[src/rtl/vram_pkg.sv]
// Shared types and constants for the VRAM arbiter slice.
package vram_pkg;

    localparam int unsigned ADDR_W_DEF = 16;
    localparam int unsigned DATA_W_DEF = 16;
    localparam int unsigned BANK_MSB   = 15;
    localparam int unsigned BANK_LSB   = 14;

    typedef enum logic [1:0] {
        OWN_NONE,
        OWN_VID,
        OWN_CPU
    } vram_owner_t;

    typedef struct packed {
        vram_owner_t owner;
        logic        is_read;
    } vram_tag_t;

    localparam vram_tag_t TAG_IDLE = '{owner: OWN_NONE, is_read: 1'b0};

    // A new access may start when nothing is in flight or it stays in the in-flight bank.
    function automatic logic bank_ok(input logic busy,
                                     input logic [1:0] bank,
                                     input logic [1:0] busy_bank);
        return !busy || (bank == busy_bank);
    endfunction

endpackage

[src/rtl/vram_arb_pick.sv]
// Combinational grant picker: video-first priority (optionally overridden for a
// starving CPU), then the bank-hold check on the winner only.
module vram_arb_pick
    import vram_pkg::*;
(
    input  logic       enable,
    input  logic       vid_req,
    input  logic [1:0] vid_bank,
    input  logic       cpu_req,
    input  logic [1:0] cpu_bank,
    input  logic       cpu_first,
    input  logic       busy,
    input  logic [1:0] busy_bank,
    output logic       vid_gnt,
    output logic       cpu_gnt
);

    logic vid_wins;

    always_comb begin
        vid_gnt  = 1'b0;
        cpu_gnt  = 1'b0;
        vid_wins = vid_req && !(cpu_first && cpu_req);
        // A blocked winner stalls the cycle; the loser is not promoted.
        if (enable) begin
            if (vid_wins) begin
                vid_gnt = bank_ok(busy, vid_bank, busy_bank);
            end else if (cpu_req) begin
                cpu_gnt = bank_ok(busy, cpu_bank, busy_bank);
            end
        end
    end

endmodule

[src/rtl/vram_arbiter.sv]
// Two-requester VRAM arbiter with issue and response stages.
// Optional CPU starvation guard: define VRAM_ARB_STARVE_GUARD_EN.
module vram_arbiter
    import vram_pkg::*;
#(
    parameter int unsigned ADDR_W       = ADDR_W_DEF,
    parameter int unsigned DATA_W       = DATA_W_DEF,
    parameter int unsigned CPU_MAX_WAIT = 8
) (
    input  logic              clk,
    input  logic              reset_n_i,
    input  logic              vid_req_i,
    input  logic [ADDR_W-1:0] vid_addr_i,
    output logic              vid_gnt_o,
    output logic              vid_rvalid_o,
    output logic [DATA_W-1:0] vid_rdata_o,
    input  logic              cpu_req_i,
    input  logic              cpu_we_i,
    input  logic [3:0]        cpu_mask_i,
    input  logic [ADDR_W-1:0] cpu_addr_i,
    input  logic [DATA_W-1:0] cpu_wdata_i,
    output logic              cpu_gnt_o,
    output logic              cpu_rvalid_o,
    output logic [DATA_W-1:0] cpu_rdata_o,
    output logic              vram_sel_o,
    output logic              vram_wr_en_o,
    output logic [3:0]        vram_wr_mask_o,
    output logic [ADDR_W-1:0] vram_addr_o,
    output logic [DATA_W-1:0] vram_wdata_o,
    input  logic [DATA_W-1:0] vram_rdata_i
);

    vram_tag_t issue_tag;
    vram_tag_t resp_tag;
    logic      cpu_first;

`ifdef VRAM_ARB_STARVE_GUARD_EN
    localparam int unsigned WAIT_W = $clog2(CPU_MAX_WAIT + 1);
    localparam logic [WAIT_W-1:0] WAIT_MAX = WAIT_W'(CPU_MAX_WAIT);

    logic [WAIT_W-1:0] wait_cnt;

    always_ff @(posedge clk or negedge reset_n_i) begin
        if (!reset_n_i) begin
            wait_cnt <= '0;
        end else if (cpu_gnt_o) begin
            wait_cnt <= '0;
        end else if (cpu_req_i && (wait_cnt != WAIT_MAX)) begin
            wait_cnt <= wait_cnt + 1'b1;
        end
    end

    assign cpu_first = (wait_cnt == WAIT_MAX);
`else
    assign cpu_first = 1'b0;
`endif

    vram_arb_pick u_pick (
        .enable    (reset_n_i),
        .vid_req   (vid_req_i),
        .vid_bank  (vid_addr_i[BANK_MSB:BANK_LSB]),
        .cpu_req   (cpu_req_i),
        .cpu_bank  (cpu_addr_i[BANK_MSB:BANK_LSB]),
        .cpu_first (cpu_first),
        .busy      (vram_sel_o),
        .busy_bank (vram_addr_o[BANK_MSB:BANK_LSB]),
        .vid_gnt   (vid_gnt_o),
        .cpu_gnt   (cpu_gnt_o)
    );

    // Address and data hold their last values on idle cycles so the bank
    // stays put while the VRAM read mux returns data.
    always_ff @(posedge clk or negedge reset_n_i) begin
        if (!reset_n_i) begin
            vram_sel_o     <= 1'b0;
            vram_wr_en_o   <= 1'b0;
            vram_wr_mask_o <= '0;
            vram_addr_o    <= '0;
            vram_wdata_o   <= '0;
            issue_tag      <= TAG_IDLE;
        end else begin
            vram_sel_o   <= vid_gnt_o | cpu_gnt_o;
            vram_wr_en_o <= cpu_gnt_o & cpu_we_i;
            if (vid_gnt_o) begin
                vram_addr_o    <= vid_addr_i;
                vram_wr_mask_o <= '0;
                issue_tag      <= '{owner: OWN_VID, is_read: 1'b1};
            end else if (cpu_gnt_o) begin
                vram_addr_o    <= cpu_addr_i;
                vram_wr_mask_o <= cpu_we_i ? cpu_mask_i : 4'b0000;
                vram_wdata_o   <= cpu_wdata_i;
                issue_tag      <= '{owner: OWN_CPU, is_read: !cpu_we_i};
            end else begin
                issue_tag      <= TAG_IDLE;
            end
        end
    end

    always_ff @(posedge clk or negedge reset_n_i) begin
        if (!reset_n_i) begin
            resp_tag <= TAG_IDLE;
        end else begin
            resp_tag <= issue_tag;
        end
    end

    always_comb begin
        vid_rvalid_o = (resp_tag.owner == OWN_VID) && resp_tag.is_read;
        cpu_rvalid_o = (resp_tag.owner == OWN_CPU) && resp_tag.is_read;
        vid_rdata_o  = vid_rvalid_o ? vram_rdata_i : '0;
        cpu_rdata_o  = cpu_rvalid_o ? vram_rdata_i : '0;
    end

endmodule

[config.mk]
export PLATFORM = sky130hd
export DESIGN_NAME = vram_arbiter
export DESIGN_NICKNAME = d
export VERILOG_FILES = /design/src/rtl/vram_pkg.sv /design/src/rtl/vram_arb_pick.sv /design/src/rtl/vram_arbiter.sv
export SDC_FILE = /design/constraint.sdc
export NUM_CORES = 1
export LEC_CHECK = 0
export ABC_AREA = 1
export CAP_MARGIN = 20
export CELL_PAD_IN_SITES_DETAIL_PLACEMENT = 1
export CELL_PAD_IN_SITES_GLOBAL_PLACEMENT = 1
export CORE_ASPECT_RATIO = 1.25
export CORE_MARGIN = 2
export CORE_UTILIZATION = 21
export CTS_CLUSTER_DIAMETER = 50
export DETAILED_ROUTE_END_ITERATION = 8
export PLACE_DENSITY = 0.73
export SLEW_MARGIN = 0
export SYNTH_ARGS = -nofsm -noshare
export SYNTH_HDL_FRONTEND = slang
export SYNTH_SLANG_ARGS = --single-unit
[constraint.sdc]
create_clock -name clk -period 1.4 [get_ports clk]
set_clock_uncertainty 0.05 [all_clocks]
set_input_delay 0.35 -clock clk [delete_from_list [all_inputs] [get_ports clk]]
set_output_delay 0.35 -clock clk [all_outputs]
set_load 0.05 [all_outputs]
==> qor.txt, run 1 <==
Setup violations, final = 77
dpl cells = 595
Hold/Removal Path Class = in -> async
setup tns final = -17.86 ns
area share of the largest cell type after synthesis = 49.1%
total number of yosys warnings = 0
source-to-sink clock delay at the later pin of the worst-skew pair = 0.28 ns
clock buffers created by TritonCTS = 5
number of diodes added for antenna fixing = 0
Power per Cell Area = 1080 nW/um2
routed wire length = 8940 um
reported max-cap violation count = 0
remaining antenna violation count after routing = 0
number of search-and-repair iterations in the first detailed-routing pass = 4
height of the die = 120 um
number of instances in the synthesized netlist = 312
sum of internal, switching and leakage power = 0.00597 W
arrival time reported for the critical path endpoint = 1.44 ns
ratio of final minimum period to clock period = 131%
startpoint kind of the worst setup timing path = register
number of antenna violations at the first check in global routing = 0
global placer's final weighted congestion = 0.803
Post-synth EDFFs = 0
sort of element at the end of the critical path = primary output
DRC violations left = 0
post-synth top area cell = sky130_fd_sc_hd__dfrtp_1
hpwl dp = 6760 um
Avg Cell Area, Syn = 7.19 um2
Tmin final = 1.84 ns
Logic pwr share = 50.1%
async set-or-reset flop fraction in the synthesized netlist = 100%
TritonCTS clock tree = yes
number of buffers between clock root and the deepest sink = 2
setup repair after global routing missed its margin = yes
Max Freq = 544 MHz
proportion of power drawn by the clock network = 19.5%
crit-path max FO = 8
sequential-to-total area share from yosys stat = 49.1%
register bit count reported by yosys = 44
net load switching power = 0.00228 W
starting DRC count in detailed routing = 62
library cell with the highest instance count after synthesis = sky130_fd_sc_hd__nand2_1
number of placed I/O pins = 147
maximum VDD drop = 563 uV
number of levels in the clock H-tree = 2
number of cell rows = 42
top post-synthesis cells by count = sky130_fd_sc_hd__nand2_1 (123), sky130_fd_sc_hd__inv_1 (55), sky130_fd_sc_hd__dfrtp_1 (44)
first-pass GRT wire length = 13900 um
net switching fraction of the power = 38.2%
Avg WL per Cell = 14.5 um
die width = 96.5 um
Filler cells = 1126
Reg clk slew, reported paths = 0.06 ns
initial core utilization = 21.4%
count of cell types in the netlist = 18
routed via count divided by cell count = 4.22
run status = finished, violations left
leakage dissipation = 2.62 nW
Finished Layout Cells = 617
area of the mapped netlist = 2240 um2
area growth from synthesis to layout = 146%
number of max-slew violations in the final report = 0
slew margin rel. = 61.9%
DR vias = 2604
Final WS setup = -0.437 ns
vias in the first global route = 2850
post-synth net total = 385
register share of total power = 30.4%
PortBufs = 146
Cell Int Power = 0.00369 W
failing checks = negative setup slack
primary flip-flop cell chosen by synthesis mapping = sky130_fd_sc_hd__dfrtp_1
fin util = 52.5%
transition time of the tightest slew-check pin = 0.571 ns
# clock sinks = 44
GRT Util Overall = 15.1%
synth top area cells = sky130_fd_sc_hd__dfrtp_1 (49%), sky130_fd_sc_hd__nand2_1 (21%), sky130_fd_sc_hd__inv_1 (9.2%)
area enclosed by the die boundary = 11500 um2
fraction of final layout cells sized beyond drive strength 1 = 42.7%
largest net degree at the start of global routing = 45
gr ovfl total = 0
CTS root buf = sky130_fd_sc_hd__clkbuf_16
Data required, critical path = 1.00 ns
placeable core region = 10500 um2
type of the worst setup path = reg -> out
fin nets = 557
Final Hold Fails = 0
## critical path: stages (launching register included)
cell and delay (ns):
sky130_fd_sc_hd__dfrtp_1 0.36, sky130_fd_sc_hd__inv_2 0.05, sky130_fd_sc_hd__nor3_4 0.24, sky130_fd_sc_hd__buf_4 0.18, sky130_fd_sc_hd__inv_6 0.08, sky130_fd_sc_hd__nor2_4 0.11
sky130_fd_sc_hd__buf_12 0.14
## cells in the final DEF (no fill, tap or decap), types with 2 or more instances in the layout
cell and n:
sky130_fd_sc_hd__buf_12 80, sky130_fd_sc_hd__buf_4 9, sky130_fd_sc_hd__buf_6 10, sky130_fd_sc_hd__buf_8 2
sky130_fd_sc_hd__clkbuf_1 2, sky130_fd_sc_hd__clkbuf_16 6, sky130_fd_sc_hd__clkdlybuf4s50_1 66, sky130_fd_sc_hd__dfrtp_1 41
sky130_fd_sc_hd__dfrtp_2 3, sky130_fd_sc_hd__dlygate4sd2_1 5, sky130_fd_sc_hd__inv_1 49, sky130_fd_sc_hd__inv_2 6
sky130_fd_sc_hd__nand2_1 97, sky130_fd_sc_hd__nand2_2 27, sky130_fd_sc_hd__nand2_4 2, sky130_fd_sc_hd__nand2_8 2
sky130_fd_sc_hd__nand3_1 16, sky130_fd_sc_hd__nand3_2 17, sky130_fd_sc_hd__nor2_4 32
## stage by stage
stage          area [um2]  hold WS (ns)  setup slack [ns]
2_1_floorplan        2530       0.00441            -0.601
3_3_place_gp         4910         0.283            -0.484
3_5_place_dp         4910         0.286            -0.523
4_1_cts              5350         0.193            -0.452
5_1_grt              5510         0.211            -0.485
6_report             5510         0.157            -0.437
## flip-flops by register name, summed over array words and instances, names as in the netlist
signal / cells
vram_sel_o: 1
resp_tag: 3
vram_wr_en_o: 1
vram_wdata_o: 16
issue_tag: 3
vram_addr_o: 16
vram_wr_mask_o: 4
## kinds of logic after synthesis
| family | after synthesis | synth area share (%) |
|---|---|---|
| buffers and inverters | 71 | 13.5 |
| flip-flops | 44 | 49.1 |
| AND/OR/NAND/NOR | 196 | 37.2 |
| AO/OA/AOI/OAI | 1 | 0.223 |
## cell type report
type	count	area, um2	share of cell area (%)
repair inverters	1	8.76	0.159
flip-flops and latches	44	1100	20.0
clock buffers	8	146	2.66
repair buffers	175	2570	46.7
well taps	132	165	3.00
inverters	60	270	4.90
multi-input cells	197	1240	22.6
## worst paths after layout
check                                 from         endpoint  slack [ns]  cells after the start
max                            resp_tag[0]  cpu_rdata_o[14]       -0.44                      6
min                              reset_n_i   vram_addr_o[6]        0.16                      2
max reg2reg                vram_addr_o[15]   vram_addr_o[0]       -0.14                     12
min reg2reg                   issue_tag[2]      resp_tag[2]        0.30                      0
max in group asynchronous        reset_n_i  vram_addr_o[14]        0.73                      2
min in group clk              issue_tag[2]      resp_tag[2]        0.30                      0
## layer usage
metal / wire [um] / track usage, % / vias up
met1: 3200 / 16.5 / 1246
met2: 5090 / 29.5 / 99
met5: 0 / 0 / -
li1: - / - / 1253
met3: 593 / 3.20 / 6
met4: 56 / 2.64 / 0
## power by group through the flow
stage / combinational (W) / sequential (W) / clock, W
floorplan: 0.000537 / 0.00248 / 0
global placement: 0.00275 / 0.00180 / 0
detailed placement: 0.00280 / 0.00182 / 0
CTS: 0.00293 / 0.00180 / 0.00120
global route: 0.00313 / 0.00185 / 0.00126
finish: 0.00299 / 0.00182 / 0.00117
## timing repair
item / CTS / global route
hold buffers: 0 / 0
setup endpoints to repair: 77 / 77
resized for setup: 52 / 37
gates cloned: 2 / 1
buffers inserted: 7 / 11
pin swaps: 30 / 14
No activity file was read; power rests on OpenSTA's default activity.
==> run 2: changes to the inputs <==
Settings changed: CORE_UTILIZATION 21 to 23, DONT_BUFFER_PORTS set to 1, PLACE_DENSITY 0.73 to 0.48.
==> run 2 against run 1 <==
Core utilization down 9.5 points. Clock power down 6%. Non-clock buffer count down 104. The flow finishes with violations (negative hold slack, negative setup slack). Largest power group is now sequential cells. Critical path depth down 2. Clock-buffer cell count down 2. Maximum frequency down 1.3%.
==> qor.txt, run 2 (same netlist as run 1, synthesis figures left out) <==
run status = finished, violations left
failing checks = negative hold slack, negative setup slack
CTS root buf = sky130_fd_sc_hd__clkbuf_16
Power per Cell Area = 1160 nW/um2
origin of the worst setup path = resp_tag[1]
arrival time reported for the critical path endpoint = 1.46 ns
Data required, critical path = 1.00 ns
type of the worst setup path = reg -> out
TritonCTS clock tree = yes
Finished Layout Cells = 509
global placer's final weighted congestion = 0.685
first-pass GRT wire length = 13200 um
startpoint kind of the worst setup timing path = register
number of search-and-repair iterations in the first detailed-routing pass = 2
Max Freq = 537 MHz
dpl cells = 480
Hold/Removal Path Class = in -> async
number of levels in the clock H-tree = 2
net switching fraction of the power = 44.1%
Reg2Reg Setup Slack = -0.26 ns
starting DRC count in detailed routing = 66
largest net degree at the start of global routing = 47
setup repair after global routing missed its margin = yes
Final WS setup = -0.461 ns
commonest cells after routing, fill and taps aside = sky130_fd_sc_hd__nand2_1 (75), sky130_fd_sc_hd__inv_1 (49), sky130_fd_sc_hd__dfrtp_1 (39)
PortBufs = 0
number of antenna violations at the first check in global routing = 0
ratio of final minimum period to clock period = 133%
most common library cell in the layout ignoring fill and taps = sky130_fd_sc_hd__nand2_1
Filler cells = 1090
hpwl dp = 5400 um
die width = 92.4 um
maximum VDD drop = 649 uV
largest registers = vram_addr_o (16), vram_wdata_o (16), vram_wr_mask_o (4)
proportion of power drawn by the clock network = 23.2%
source-to-sink clock delay at the later pin of the worst-skew pair = 0.28 ns
end of the critical path = cpu_rdata_o[3]
GRT Util Overall = 16.1%
cells on worst reg2reg path = 12
routed via count divided by cell count = 4.37
remaining antenna violation count after routing = 0
area enclosed by the die boundary = 10600 um2
clock buffers created by TritonCTS = 5
reported max-cap violation count = 0
leakage dissipation = 2.03 nW
DRC violations left = 0
Final Hold Fails = 44
fin nets = 456
DR vias = 2223
Reg2Reg Capture Point = vram_addr_o[10]
number of max-slew violations in the final report = 0
height of the die = 114 um
number of cell rows = 40
sort of element at the end of the critical path = primary output
transition time of the tightest slew-check pin = 0.550 ns
net load switching power = 0.00210 W
initial core utilization = 23.5%
Avg WL per Cell = 16.0 um
worst hold slack = -0.293 ns
Cell Int Power = 0.00266 W
area growth from synthesis to layout = 82.9%
number of buffers between clock root and the deepest sink = 2
sum of internal, switching and leakage power = 0.00475 W
placeable core region = 9560 um2
gr ovfl total = 0
Setup violations, final = 76
crit-path max FO = 8
slew margin rel. = 63.3%
routed wire length = 8140 um
number of placed I/O pins = 147
Reg clk slew, reported paths = 0.06 ns
number of diodes added for antenna fixing = 0
Logic pwr share = 23.9%
vias in the first global route = 2417
fraction of final layout cells sized beyond drive strength 1 = 50.9%
register share of total power = 52.8%
Tmin final = 1.86 ns
# clock sinks = 44
worst reg2reg startpoint = vram_addr_o[15]
[run 2: cell count changes in the layout (fill, tap and decap cells not counted), sizes merged]
cell,change
clkbuf,-3
dlygate4sd2,-5
clkinv,+1
inv,+3
buf,-32
clkdlybuf4s50,-66
[run 2: per-layer routing]
| layer | track usage [%] | up-vias | wire [um] |
|---|---|---|---|
| met5 | 0 | - | 0 |
| met4 | 4.78 | 0 | 138 |
| met3 | 5.13 | 11 | 627 |
| met2 | 30.7 | 95 | 4620 |
| met1 | 16.5 | 1065 | 2750 |
| li1 | - | 1052 | - |
[run 2: worst min-delay path by stage]
stage / from / endpoint / slack (ns) / depth (start not counted)
after floorplan: reset_n_i / issue_tag[0] / 0.004 / 0
after global placement: reset_n_i / vram_addr_o[1] / 0.006 / 0
after detailed placement: reset_n_i / vram_addr_o[2] / 0.006 / 0
after CTS: reset_n_i / vram_addr_o[2] / -0.30 / 0
after global routing: reset_n_i / vram_addr_o[2] / -0.31 / 0
final: reset_n_i / vram_addr_o[2] / -0.29 / 0
[run 2: power by group through the flow]
stage	Combinational [W]	Sequential, W	Clock (W)
final	0.00114	0.00251	0.00110
after global routing	0.00125	0.00255	0.00121
after CTS	0.00108	0.00249	0.00116
after detailed placement	0.000814	0.00249	0
after global placement	0.000789	0.00248	0
after floorplan	0.000537	0.00248	0
[run 2: timing repair]
item	CTS	global route
gates cloned	7	0
endpoints found under the hold margin	44	44
resized for setup	94	48
endpoints found under the setup margin	71	77
pin swaps	37	33
setup buffers	15	3
[run 2: stage by stage]
step | area, um2 | utilization [%] | TNS (ns) | worst slack [ns]
after floorplan | 2530 | - | -17.75 | -0.601
after global placement | 3260 | 34.1 | -3.23 | -0.122
after detailed placement | 3260 | 34.1 | -5.26 | -0.169
after CTS | 3980 | 41.6 | -22.67 | -0.437
after global routing | 4110 | 42.9 | -26.07 | -0.522
final | 4110 | 42.9 | -20.44 | -0.461
[run 2: area by class of cell]
class,instances,area (um2),share of cell area (%)
clock buffers,6,129,3.14
clock inverters,1,5.00,0.122
inverters,60,275,6.71
multi-input cells,197,1340,32.7
flip-flops and latches,44,1110,27.0
well taps,126,158,3.84
repair buffers,71,1040,25.4
repair inverters,4,45.0,1.10
[run 2: critical path: stages (launching register included)]
cell	delay, ns
sky130_fd_sc_hd__dfrtp_1	0.41
sky130_fd_sc_hd__nor3_4	0.26
sky130_fd_sc_hd__bufinv_16	0.24
sky130_fd_sc_hd__nor2_4	0.13
sky130_fd_sc_hd__buf_12	0.14
